File: src/rtl/wrapper_corr_wta.sv
// rtl/wrapper_corr_wta.sv - disparity correlation bank with sequential winner-take-all
module wrapper_corr_wta #(
  parameter int DATA_W   = 8,
  parameter int NUM_DISP = 11,
  parameter int IDX_W    = 4,
  parameter int CORR_W   = 2*DATA_W+1
) (
  input  logic                       clk,
  input  logic                       rst,
  input  logic                       wen,
  input  logic [DATA_W-1:0]          d_l_1,
  input  logic [DATA_W-1:0]          d_l_2,
  input  logic [DATA_W-1:0]          d_r_1,
  input  logic [DATA_W-1:0]          d_r_2,
  output logic [NUM_DISP*CORR_W-1:0] corr_out,
  output logic                       corr_vld,
  output logic [IDX_W-1:0]           best_disp,
  output logic [CORR_W-1:0]          best_corr,
  output logic                       best_vld,
  output logic                       busy,
  output logic                       overrun
);

  localparam int PW = 2*DATA_W;
  localparam logic [IDX_W-1:0] LAST = IDX_W'(NUM_DISP-1);

  typedef enum logic [1:0] {IDLE, SCAN, DONE} state_t;

  logic [DATA_W-1:0] l_re [NUM_DISP];
  logic [DATA_W-1:0] l_im [NUM_DISP];
  logic [DATA_W-1:0] r_re, r_im;
  logic [PW-1:0]     p_re [NUM_DISP];
  logic [PW-1:0]     p_im [NUM_DISP];
  logic              wen_d1, wen_d2;
  logic [NUM_DISP*CORR_W-1:0] sum_w;

  state_t            state;
  logic [CORR_W-1:0] snap [NUM_DISP];
  logic [IDX_W-1:0]  idx, run_disp;
  logic [CORR_W-1:0] run_best, cur_val, new_best;
  logic [IDX_W-1:0]  new_disp;
  logic              take;

  always_ff @(posedge clk) begin
    if (rst) begin
      for (int d = 0; d < NUM_DISP; d++) begin
        l_re[d] <= '0;
        l_im[d] <= '0;
      end
      r_re <= '0;
      r_im <= '0;
    end else if (wen) begin
      l_re[0] <= d_l_1;
      l_im[0] <= d_l_2;
      for (int d = 1; d < NUM_DISP; d++) begin
        l_re[d] <= l_re[d-1];
        l_im[d] <= l_im[d-1];
      end
      r_re <= d_r_1;
      r_im <= d_r_2;
    end
  end

  // Products run freely; only the delayed write-valid commits them to corr_out.
  always_ff @(posedge clk) begin
    if (rst) begin
      for (int d = 0; d < NUM_DISP; d++) begin
        p_re[d] <= '0;
        p_im[d] <= '0;
      end
      wen_d1 <= 1'b0;
      wen_d2 <= 1'b0;
    end else begin
      for (int d = 0; d < NUM_DISP; d++) begin
        p_re[d] <= PW'(l_re[d]) * PW'(r_re);
        p_im[d] <= PW'(l_im[d]) * PW'(r_im);
      end
      wen_d1 <= wen;
      wen_d2 <= wen_d1;
    end
  end

  always_comb begin
    sum_w = '0;
    for (int d = 0; d < NUM_DISP; d++)
      sum_w[d*CORR_W +: CORR_W] = CORR_W'(p_re[d]) + CORR_W'(p_im[d]);
  end

  always_ff @(posedge clk) begin
    if (rst) begin
      corr_out <= '0;
      corr_vld <= 1'b0;
    end else begin
      corr_vld <= wen_d2;
      if (wen_d2) corr_out <= sum_w;
    end
  end

  // Strict compare keeps the lowest index on ties; idx 0 seeds the running best.
  always_comb begin
    cur_val  = snap[idx];
    take     = (idx == '0) || (cur_val > run_best);
    new_best = take ? cur_val : run_best;
    new_disp = take ? idx : run_disp;
  end

  always_ff @(posedge clk) begin
    if (rst) begin
      state     <= IDLE;
      for (int d = 0; d < NUM_DISP; d++) snap[d] <= '0;
      idx       <= '0;
      run_disp  <= '0;
      run_best  <= '0;
      best_disp <= '0;
      best_corr <= '0;
      best_vld  <= 1'b0;
      overrun   <= 1'b0;
    end else begin
      if (corr_vld && state != IDLE) overrun <= 1'b1;
      case (state)
        IDLE: begin
          best_vld <= 1'b0;
          if (corr_vld) begin
            for (int d = 0; d < NUM_DISP; d++) snap[d] <= corr_out[d*CORR_W +: CORR_W];
            idx   <= '0;
            state <= SCAN;
          end
        end
        SCAN: begin
          if (idx == LAST) begin
            best_disp <= new_disp;
            best_corr <= new_best;
            best_vld  <= 1'b1;
            state     <= DONE;
          end else begin
            run_best <= new_best;
            run_disp <= new_disp;
            idx      <= idx + 1'b1;
          end
        end
        DONE: begin
          best_vld <= 1'b0;
          state    <= IDLE;
        end
        default: state <= IDLE;
      endcase
    end
  end

  assign busy = (state != IDLE);

endmodule

File: config.mk
export PLATFORM = sky130hd
export DESIGN_NAME = wrapper_corr_wta
export DESIGN_NICKNAME = d
export VERILOG_FILES = /design/src/rtl/wrapper_corr_wta.sv
export SDC_FILE = /design/constraint.sdc
export NUM_CORES = 2
export LEC_CHECK = 0
export BUFFER_PORTS_ARGS = -buffer_cell sky130_fd_sc_hd__buf_2
export CAP_MARGIN = 15
export CORE_ASPECT_RATIO = 0.75
export CORE_MARGIN = 3
export CORE_UTILIZATION = 45
export CTS_CLUSTER_DIAMETER = 200
export DETAILED_ROUTE_END_ITERATION = 10
export PLACE_DENSITY_LB_ADDON = 0.1
export REMOVE_ABC_BUFFERS = 1
export SLEW_MARGIN = 40
export SYNTH_ARGS = -nofsm -noshare
export SYNTH_HDL_FRONTEND = slang
export SYNTH_SLANG_ARGS = --single-unit
File: constraint.sdc
create_clock -name clk -period 4.9 [get_ports clk]
set_input_delay 0.245 -clock clk [delete_from_list [all_inputs] [get_ports clk]]
set_output_delay 0.245 -clock clk [all_outputs]
set_load 0.01 [all_outputs]
Word level (Yosys, flattened, before mapping)
Memories as Yosys holds them, arrays and structs flattened. A register that Yosys moved wholly into a read port is not among the register bits. Index checks and enable logic that the tools add are counted.

Bitwise operators: 56. Multipliers: 22. Add/subtract/negate cells: 12. Multiplexer cells: 77. Reduce and logical (&&, ||, !) cells: 13. Eq/ne operators: 6. Magnitude comparators: 1.

Operators by type and width (count): multiplier 8 x 8 -> 16 bit (22); two-way mux 16 bit (22); two-way mux 17 bit (12); adder 16 x 16 -> 17 bit (11); two-way mux 8 bit (22); bitwise OR 1 bit (55); two-way mux 4 bit (5); > comparator 17 bit (1); two-way mux 1 bit (11); one-hot mux 4 bit (2 select lines) (1); AND reduction 2 bit (4); != test 2 bit, second input constant (3); nonzero test 2 bit (3); adder 4 x 1 -> 4 bit, second input constant (1); == test 4 bit, second input constant (1); zero test 4 bit (1); two-way mux 2 bit (2); one-hot mux 2 bit (2 select lines) (1); AND reduction 3 bit (1); == test 2 x 1 -> 1 bit, second input constant (1); == test 2 bit, second input constant (1); zero test 2 bit (1); one-hot mux 1 bit (2 select lines) (1); OR reduction 2 bit (1); 3 further kinds (3).

Output and inout bits: 212. Bits in registers: 256. Memories: 5. Memory bits (writable): 715. Word-level logic and storage cells: 206.

Memories: snap (words 11, width 17, read ports 1, clocked after Yosys merged registers in 1, write ports 11, RTL line 38) `logic [CORR_W-1:0] snap [NUM_DISP];`; p_im (words 11, width 16, read ports 11, clocked after Yosys merged registers in 0, write ports 11, RTL line 33) `logic [PW-1:0] p_im [NUM_DISP];`; p_re (words 11, width 16, read ports 11, clocked after Yosys merged registers in 0, write ports 11, RTL line 32) `logic [PW-1:0] p_re [NUM_DISP];`; l_im (words 11, width 8, read ports 11, clocked after Yosys merged registers in 0, write ports 11, RTL line 30) `logic [DATA_W-1:0] l_im [NUM_DISP];`; l_re (words 11, width 8, read ports 11, clocked after Yosys merged registers in 0, write ports 11, RTL line 29) `logic [DATA_W-1:0] l_re [NUM_DISP];`.

Longest topological paths before layout
Word-level depth: 5. Depth in mapped cells: 18. Mapped depth without buffers: 16.

Worst setup path before layout
Ideal clock, no wire load.

Path kind: input to register. Start point: input rst. End point: memory snap[0][0] (netlist bit) (enable). Stages on the path: 4. Setup slack: -0.548 ns. Path buffers: 2. Arrival time: 3.940 ns. Library setup time: 1.508 ns. Path through: inv_1 > clkbuf_1 > clkbuf_1 > nand2_1.

RTL lines: from (decl) (RTL line 9) `input logic rst,`; to (decl) (RTL line 38).

==> flow_metrics.tcl <==
set metrics [dict create \
    design_area_mm2 0.09474 \
    nets 10980 \
    synth_largest_area_cell "fa_1" \
    route.detailed.drc 0 \
    rows 138 \
    place_congestion 0.9142 \
    synthTopCellsByCount "and2_1, inv_1, ha_1" \
    synth_area_mm2 0.08568 \
    stdcell_count 11780 \
    fillCellCount 17650 \
    numCtsBuffers 106 \
    tightest_slew_ns 0.9796 \
    ir_worst_vdd_uv 236.9 \
    cap_violations 0 \
    whs_ns 0.1679 \
    cp-end-kind "flop" \
    synth_seq_cells 975 \
    area_growth_pct 10.58 \
    die_width_um 509.8 \
    cts.clk_slew.worst_paths_ns 0.07 \
    dp_hpwl_um 204200 \
    yosysWarnings 0 \
    clk_latency_ns 0.75 \
    yosys-top-cells-area "fa_1, ha_1, dfxtp_1, edfxtp_1, and2_1" \
    fp.dieH_um 383.9 \
    portBuffers 246 \
    clk_path_buf_depth 3 \
    initial_core_util_pct 45.36 \
    min_period_ns 4.658 \
    drt_wl_total_um 263000 \
    cp.arrival_ns 5.25 \
    powerDensity_mw_per_mm2 234.6 \
    synthCells 8931 \
    cts_root_buf "clkbuf_16" \
    p_leak_uw 0.04762 \
    finalClockSkew_ns 0.02765 \
    overflow 0 \
    place_inst 11540 \
    yosysSeqAreaShare_pct 27.02 \
    dp_slack_ns 0.2630 \
    grt_use_total_pct 27.02 \
    cts_tree "done" \
    synth.distinct_cells 67 \
    place_area_mm2 0.09064 \
    hold_path_class "in2reg" \
    antenna_found_initial 25 \
    die_area_mm2 0.1957 \
    syn_avg_cell_area_um2 9.593 \
    worst_slack_ns 0.2419 \
    cp_cell_sequence "buf_4 > and2_1 > fa_1 > inv_1 > fa_1 > inv_1 > fa_1 > inv_1 > fa_1 > inv_1 > ha_1 > a2111oi_0 > nor3_1 > nor3_1 > or3_1 > a21oi_1" \
    post-cts-setup-buffer-count 0 \
    core-area_mm2 0.1889 \
    grt_setup_unrepaired "no" \
    viasPerCell 5.361 \
    met3_usage_pct 4.398 \
    drive_above_1_share_pct 8.131 \
    grt_use_met1_pct 36.51 \
    startpoint_type "flop" \
    htree_levels 3 \
    first_pass_iters 6 \
    drtIter0Drc 4178 \
    clkSinkCount 975 \
    cp_max_fo 15 \
    seq_area_mm2 0.02318 \
    fin_setup_tns_ns 0 \
    synth_top_flop_cell "dfxtp_1" \
    met2_usage_pct 43.57 \
    io_pins 247 \
    grt_pass1_wl_um 399600 \
    fin_crit_sh_pct 95.06 \
    async_flop_share_pct 0 \
    slew_violations 0 \
    status "completed" \
    slew_headroom_pct 34.19 \
    critPathSlowestCell "a2111oi_0" \
    grt_max_degree 166 \
    slowest_delay_ns 0.57 \
    grt_pass1_vias 64350 \
    finalHoldViolCount 0 \
    wl_per_cell_um 22.32 \
    maxClockFrequency_ghz 0.2147 \
    vias 63150 \
    synth_most_common_cell "and2_1" \
    synth-edff-count 363 \
    ant_nets 0 \
    finalSetupViolCount 0 \
    required_ns 5.49 \
    path_class "reg2reg" \
    multi_input_area_mm2 0.05682 \
    top_usage_layer "met2" \
    synth_top_cell_area_share_pct 18.76 \
]
==> registers in the layout, indices dropped and copies added, names as in the netlist, named ones only <==
| name | cells |
|---|---|
| best_corr | 17 |
| run_disp | 4 |
| state | 2 |
| wen_d2 | 1 |
| p_re | 176 |
| p_im | 176 |
| idx | 4 |
| r_re | 8 |
| run_best | 17 |
| l_re | 88 |
| best_vld | 1 |
| corr_out | 187 |
| snap | 187 |
| l_im | 88 |
| wen_d1 | 1 |
| r_im | 8 |
| corr_vld | 1 |
| overrun | 1 |
| best_disp | 4 |
==> worst max-delay path, delay by kind of cell (launching register included) <==
family / cells / cell delay [ns]
DFF: 1 / 0.42
AOI/OAI and AO/OA: 2 / 0.63
adders and majority gates: 5 / 2.22
and+or+nand+nor: 4 / 0.80
buffers and inverters: 5 / 0.44
==> final cells by class <==
type / count / area share, %
clock buffer: 153 / 3.486
inverter: 1190 / 4.728
sequential: 975 / 24.47
antenna: 11 / 0.02905
multi-input combinational: 6428 / 59.97
timing repair buffer: 455 / 3.550
tap: 2520 / 3.328
clock inverter: 47 / 0.4424
==> placed cells by master (no fill, tap or decap), drive strengths merged, types with 85 or more instances in the layout <==
cell type / synthesis / routed
xor2: 177 / 177
dfxtp: 612 / 612
and3: 181 / 181
buf: 29 / 422
a21oi: 231 / 231
inv: 1190 / 1201
edfxtp: 363 / 363
and2: 1296 / 1296
nand2: 615 / 615
nor3: 185 / 185
or3: 102 / 102
ha: 988 / 988
nor2: 463 / 463
o21ai: 245 / 245
fa: 803 / 803
xnor2: 88 / 88
a21o: 94 / 94
clkbuf: 309 / 153
mux2i: 85 / 85
o21a: 95 / 95
nor2b: 192 / 192
==> metrics by stage <==
stage,utilization [%],power [uW]
after floorplan,-,11990
after global placement,47.97,13680
after detailed placement,47.98,13730
after CTS,50.13,22450
after global routing,50.14,23280
final,50.16,22230
==> kinds of logic (layout without fill, tap and decap cells) <==
family / count (synthesis) / in the layout / share of synthesized area (%)
xor+xnor: 265 / 265 / 2.709
compound gates: 983 / 983 / 7.611
mux: 154 / 154 / 2.570
simple gates: 3235 / 3235 / 20.16
other cells: 0 / 11 / 0
buf+inv: 1528 / 1845 / 6.741
flops: 975 / 975 / 27.02
fa+ha+maj: 1791 / 1791 / 33.19
==> worst paths after layout <==
kind / endpoint / startpoint / cells after the start / slack [ns]
max: p_re[0][14]$_SDFF_PP0_ / r_re[3]$_SDFFE_PP0P_ / 16 / 0.24
max reg2reg: p_re[0][14]$_SDFF_PP0_ / r_re[3]$_SDFFE_PP0P_ / 16 / 0.24
min: r_im[0]$_SDFFE_PP0P_ / wen / 4 / 0.17
min reg2reg: wen_d2$_SDFF_PP0_ / wen_d1$_SDFF_PP0_ / 1 / 0.44
==> routing by layer <==
layer  wire length (um)  share of wire, %  vias up
met2             120300                46     1634
met4              11280               4.3        2
met5                 11            0.0042        -
li1                   -                 -    29660
met3              15450               5.9      303
met1             115900                44    31550
==> power by group <==
group          leakage (uW)  switching (uW)  internal [uW]
clock network       0.00185            3680           4970
registers           0.00887             561           8840
logic                0.0369            2520           1660
==> timing repair <==
action / CTS / global route
endpoints found under the setup margin: 0 / 15
gates resized for setup: 0 / 11
hold buffers: 33 / 0
endpoints found under the hold margin: 47 / 0
No activity file was read; power rests on OpenSTA's default activity.
